File: src/rtl/ipsxe_floating_point_normalize_shift_double_v1_0.sv
// ---------------------------------------------------------------------------
// ipsxe_floating_point_normalize_shift_double_v1_0
//
// Normalising left shifter for the double-width FMA product mantissa.
// It takes the raw product mantissa, its leading-zero count and the
// pre-normalisation exponent. It then:
//   - shifts the mantissa left so that its MSB is set,
//   - lowers the exponent by the shift amount,
//   - clamps the shift at the denormal boundary, so the exponent never goes
//     below 0,
//   - flags zero and underflow results.
//
// Pipeline (every register advances only on edges where i_aclken=1):
//   S0  decode: pick the shift amount, result exponent and flags
//   S1  coarse shift by multiples of 8
//   S2  fine shift by 0..7, registered straight onto the outputs
//
// Parameters
//   MAN_WIDTH      stored mantissa width
//                  W = 2*(MAN_WIDTH+1)+1 is the datapath width
//   EXP_WIDTH      biased exponent width
//   LEADING_0_CNT  width of the count/shift fields; needs 2**LEADING_0_CNT > W
//
// Ports
//   i_clk        rising-edge clock
//   i_rst_n      asynchronous active-low reset; clears every register
//   i_aclken     clock enable; low freezes the whole pipeline
//   i_valid      input beat valid
//   i_m [W]      unnormalised mantissa
//   i_count      leading zeros of i_m (W means i_m == 0)
//   i_exp        signed two's-complement exponent, EXP_WIDTH+2 bits
//   o_valid      output beat valid, 3 enabled cycles after i_valid
//   o_m [W]      normalised mantissa
//   o_exp        biased result exponent, EXP_WIDTH bits
//   o_zero       input mantissa was zero
//   o_underflow  shift was clamped and the exponent forced to 0
// ---------------------------------------------------------------------------
module ipsxe_floating_point_normalize_shift_double_v1_0 #(
   parameter  int MAN_WIDTH     = 23,
   parameter  int EXP_WIDTH     = 8,
   parameter  int LEADING_0_CNT = 6,
   localparam int W             = 2*(MAN_WIDTH+1)+1
) (
   input  logic                     i_clk,
   input  logic                     i_rst_n,
   input  logic                     i_aclken,
   input  logic                     i_valid,
   input  logic [W-1:0]             i_m,
   input  logic [LEADING_0_CNT-1:0] i_count,
   input  logic [EXP_WIDTH+1:0]     i_exp,
   output logic                     o_valid,
   output logic [W-1:0]             o_m,
   output logic [EXP_WIDTH-1:0]     o_exp,
   output logic                     o_zero,
   output logic                     o_underflow
);

   localparam int EW2 = EXP_WIDTH + 2;
   localparam logic signed [EW2-1:0]       ONE    = EW2'(1);
   localparam logic [LEADING_0_CNT-1:0]    CNT_W  = LEADING_0_CNT'(W);
   // Clears the low three bits of the shift to get the coarse (multiple-of-8) part.
   localparam logic [LEADING_0_CNT-1:0]    COARSE = ~LEADING_0_CNT'(7);

   // Payload carried through S0/S1. The shift amount is still needed here.
   typedef struct packed {
      logic [W-1:0]             m;
      logic [LEADING_0_CNT-1:0] shift;
      logic [EXP_WIDTH-1:0]     exp;
      logic                     zero;
      logic                     uf;
   } stage_t;

   // Output payload. The shift has been fully applied, so it is dropped.
   typedef struct packed {
      logic [W-1:0]         m;
      logic [EXP_WIDTH-1:0] exp;
      logic                 zero;
      logic                 uf;
   } out_t;

   stage_t s0_d, s0_q, s1_d, s1_q;
   out_t   s2_d, s2_q;
   logic [2:0] vld_pipe;

   logic signed [EW2-1:0] e_s, c_s, diff;

   // ---------------- S0: decode ----------------
   always_comb begin
      e_s  = i_exp;
      c_s  = EW2'(i_count);          // count is unsigned; zero-extend
      diff = e_s - c_s;
      s0_d = '0;
      s0_d.m = i_m;
      if (i_count == CNT_W) begin
         // All-zero mantissa: nothing to shift, and the exponent is 0.
         s0_d.zero = 1'b1;
      end else if (diff >= ONE) begin
         // Full normalisation keeps the exponent at 1 or above.
         s0_d.shift = i_count;
         s0_d.exp   = diff[EXP_WIDTH-1:0];
      end else begin
         // Stop the shift where the exponent would reach 1. The result is
         // denormal with exp 0. Since e-1 < c here, no set bit is lost.
         s0_d.uf = 1'b1;
         if (e_s > ONE)
            s0_d.shift = LEADING_0_CNT'(e_s - ONE);
      end
   end

   // ---------------- S1: coarse shift ----------------
   always_comb begin
      s1_d   = s0_q;
      s1_d.m = s0_q.m << (s0_q.shift & COARSE);
   end

   // ---------------- S2: fine shift ----------------
   always_comb begin
      s2_d.m    = s1_q.m << s1_q.shift[2:0];
      s2_d.exp  = s1_q.exp;
      s2_d.zero = s1_q.zero;
      s2_d.uf   = s1_q.uf;
   end

   always_ff @(posedge i_clk or negedge i_rst_n) begin
      if (!i_rst_n) begin
         vld_pipe <= '0;
         s0_q     <= '0;
         s1_q     <= '0;
         s2_q     <= '0;
      end else if (i_aclken) begin
         vld_pipe <= {vld_pipe[1:0], i_valid};
         s0_q     <= s0_d;
         s1_q     <= s1_d;
         s2_q     <= s2_d;
      end
   end

   assign o_valid     = vld_pipe[2];
   assign o_m         = s2_q.m;
   assign o_exp       = s2_q.exp;
   assign o_zero      = s2_q.zero;
   assign o_underflow = s2_q.uf;

endmodule

File: config.mk
export PLATFORM = sky130hd
export DESIGN_NAME = ipsxe_floating_point_normalize_shift_double_v1_0
export DESIGN_NICKNAME = d
export VERILOG_FILES = /design/src/rtl/ipsxe_floating_point_normalize_shift_double_v1_0.sv
export SDC_FILE = /design/constraint.sdc
export NUM_CORES = 1
export LEC_CHECK = 0
export ABC_AREA = 1
export CAP_MARGIN = 20
export CORE_ASPECT_RATIO = 1.75
export CORE_MARGIN = 2
export CORE_UTILIZATION = 45
export CTS_CLUSTER_DIAMETER = 50
export DETAILED_ROUTE_END_ITERATION = 7
export GPL_ROUTABILITY_DRIVEN = 0
export GPL_TIMING_DRIVEN = 0
export PLACE_DENSITY = 0.68
export REMOVE_ABC_BUFFERS = 1
export SLEW_MARGIN = 30
export SYNTH_ARGS = -nofsm -noshare
export SYNTH_HDL_FRONTEND = slang
export SYNTH_SLANG_ARGS = --single-unit
File: constraint.sdc
create_clock -name i_clk -period 1.5 [get_ports i_clk]
set_input_delay 0.45 -clock i_clk [delete_from_list [all_inputs] [get_ports i_clk]]
set_output_delay 0.45 -clock i_clk [all_outputs]
set_load 0.005 [all_outputs]
==> results.cfg <==
[run_status]
status = finished with violations
failed_checks = hold timing, setup timing

[sta]
min_period_over_period = 1.28
fmax_mhz = 521
fin_worst_skew_ns = 0.0110
rsz0062_at_grt = yes
hold_violations = 49
hold_slack_ns = -0.0986
fin_crit_ns = 1.92
layout_setup_ws_ns = -0.419
slew_headroom = 0.614
setup_viol = 44
report.final.slew_viol_count = 0
fin_setup_tns_ns = -6.95
worstMarginPinSlew_ns = 0.579

[detailed_routing]
drc = 0
via_count = 9926
wl_per_cell_um = 19.3
via_per_inst = 5.71
detail_route.first_pass.iterations = 6
drt_wl_total_um = 33500
drt_iter0_markers = 945
ant_nets = 0

[yosys]
synth.distinct_cells = 42
synthArstFlopShare = 1.00
syn_area_um2 = 9820
synth_flop_cell = dfrtp_1
synth-seq-area-share = 0.482
synth_seq_cells = 189
syn-instance-count = 1264
syn_avg_cell_area_um2 = 7.77
synth_edf_count = 0
yosysWarnings = 0

[setup_path]
cp_slowest_stage_delay_ns = 0.39
cp_top_family = simple AND/OR/NAND/NOR gates
cp_num_buf_inv = 4
slowest_stage = fa_2
start_kind = input port
critical_path_required_ns = 1.82
critPathCaptureType = flop
worstSetupPathType = in2reg
crit_chain = buf_8, inv_8, ha_4, fa_2, inv_2, nand2_1, nand2_1, nand3_2, nand2_2, nand3_2, nor2_4, nand3_4, nand2_8, buf_12, o22ai_2
critical_path.max_fanout = 8
crit_arrival_ns = 2.23

[global_routing]
grt_max_degree = 120
grt-ovfl-total = 0
grt_usage = 0.261
first_global_vias = 9243
antenna_found_initial = 0
grt_pass1_wl_um = 46700

[min_path]
hp-class = in2async

[floorplan]
num_rows = 71
die_width_um = 116
dieHeight_um = 199
die_area_um2 = 23100
core_um2 = 21500
io_pins = 129
start_util = 0.457

[clocking]
cts_max_path_buffers = 2
cts_root_buf = clkbuf_16
cts_tree = built
insertion_delay_ns = 0.44
numClockSinks = 189
numCtsBuffers = 17
path_clk_slew_ns = 0.07
htreeDepth = 4

[finish]
drive_gt1_frac = 0.265
layout.nets = 1512
area_growth_pct = 39.3
fin_util = 0.636
stdcell_count = 1739
antennaDiodeCount = 0

[flow_run]
drv_cap = 0

[placement]
placedCellCount = 1606
dpl.hpwl_um = 18500
port_buffers = 128

[power]
leakage_nw = 6.27
p_per_area_nw_per_um2 = 1230
finalPower_mw = 16.9
vdd_ir_drop_max_mv = 0.800
layer usage:
layer	global-route usage	up-vias	wire, um
met3	0.0388	177	2100
met5	0	-	0
met4	0.141	0	2670
met2	0.467	510	17100
met1	0.294	4709	11600
li1	-	4530	-
worst reg2reg max path: stages, from the launching register on:
cell,delay [ns]
dfrtp_4,0.57
buf_12,0.18
clkbuf_16,0.17
mux2i_2,0.18
a221o_1,0.34
o211ai_1,0.09
stage by stage:
stage / cell area, um^2 / setup slack (ns)
2_1_floorplan: 9480 / -2.15
3_3_place_gp: 11100 / -11.49
3_5_place_dp: 11300 / -1.79
4_1_cts: 12800 / -0.420
5_1_grt: 13700 / -0.443
6_report: 13700 / -0.419
path summary, 6_finish.rpt:
check,slack (ns),startpoint,end,depth (start not counted)
setup / recovery,-0.42,i_exp[0],s0_q[5],15
hold / removal,-0.1,i_rst_n,vld_pipe[2],1
setup reg to reg,-0.11,s1_q[10],o_m[47],5
hold reg to reg,0.47,s1_q[0],s1_q[0],2
max in group asynchronous,0.53,i_rst_n,s1_q[11],3
min in group i_clk,0.36,i_aclken,o_underflow,3
power breakdown:
group          leakage [nW]  internal [mW]  switching [mW]  total [mW]
Clock                 0.292           2.40            2.13        4.53
Sequential             2.40           5.94           0.611        6.55
Combinational          3.57           2.52            3.27        5.78
final cells by class:
type | count | area (um^2)
Fill cell | 1750 | 7830
Multi-Input combinational cell | 851 | 5090
Sequential cell | 189 | 4740
Timing Repair Buffer | 227 | 2240
Inverter | 144 | 613
Clock buffer | 18 | 439
Tap cell | 292 | 365
Clock inverter | 14 | 144
Timing Repair inverter | 4 | 31.3
registers in the layout (all words and copies together), names as in the netlist:
register	flops
s0_q	65
s1_q	62
o_m	49
o_exp	8
vld_pipe	3
o_underflow	1
o_zero	1
cells in the mapped netlist, types with 2 or more instances:
library cell,n,area (um^2)
a21oi_1,17,85.1
a221o_1,2,20.0
buf_1,15,56.3
buf_2,6,30.0
buf_6,2,22.5
clkbuf_1,60,225
clkinv_1,2,7.51
dfrtp_1,189,4730
ha_1,8,100
inv_1,141,529
mux2i_1,12,120
nand2_1,402,1510
nand2_2,4,25.0
nand2_4,2,22.5
nand3_1,51,255
nand3_2,2,20.0
nand4_1,3,18.8
nor2_1,24,90.1
o211ai_1,38,285
o21ai_0,199,996
o221ai_1,31,272
o22ai_1,32,200
or2_2,3,18.8
layout by cell type (no fill, tap or decap), drive strengths merged, types with 3 or more instances in the layout:
master,instances
nand4,3
o22ai,32
clkdlybuf4s15,18
o211ai,38
nand3,54
nand2,409
ha,8
o21ai,200
clkinv,8
nor2,28
clkinvlp,6
clkdlybuf4s50,53
clkbuf,67
o221ai,31
a21oi,19
dfrtp,189
mux2i,12
or2,4
buf,103
inv,147
repair_timing:
| action | 4_1_cts | 5_1_grt |
|---|---|---|
| gates resized for setup | 279 | 277 |
| hold endpoints to repair | 49 | 49 |
| endpoints found under the setup margin | 175 | 138 |
| pin swaps | 18 | 60 |
| cloned | 8 | 11 |
| setup buffers | 59 | 26 |
logic make-up (layout without fill, tap and decap cells):
kind of cell,Yosys count,in the layout,share of synthesized area
DFF,189,189,0.482
xor gates and xnor gates,2,2,0.00178
adders and majority gates,9,9,0.0122
buffers and inverters,227,407,0.0891
and+or+nand+nor,499,502,0.207
muxes,12,12,0.0122
AOI/OAI and AO/OA,326,326,0.196
Note: power is estimated with default switching activity, not from simulation.
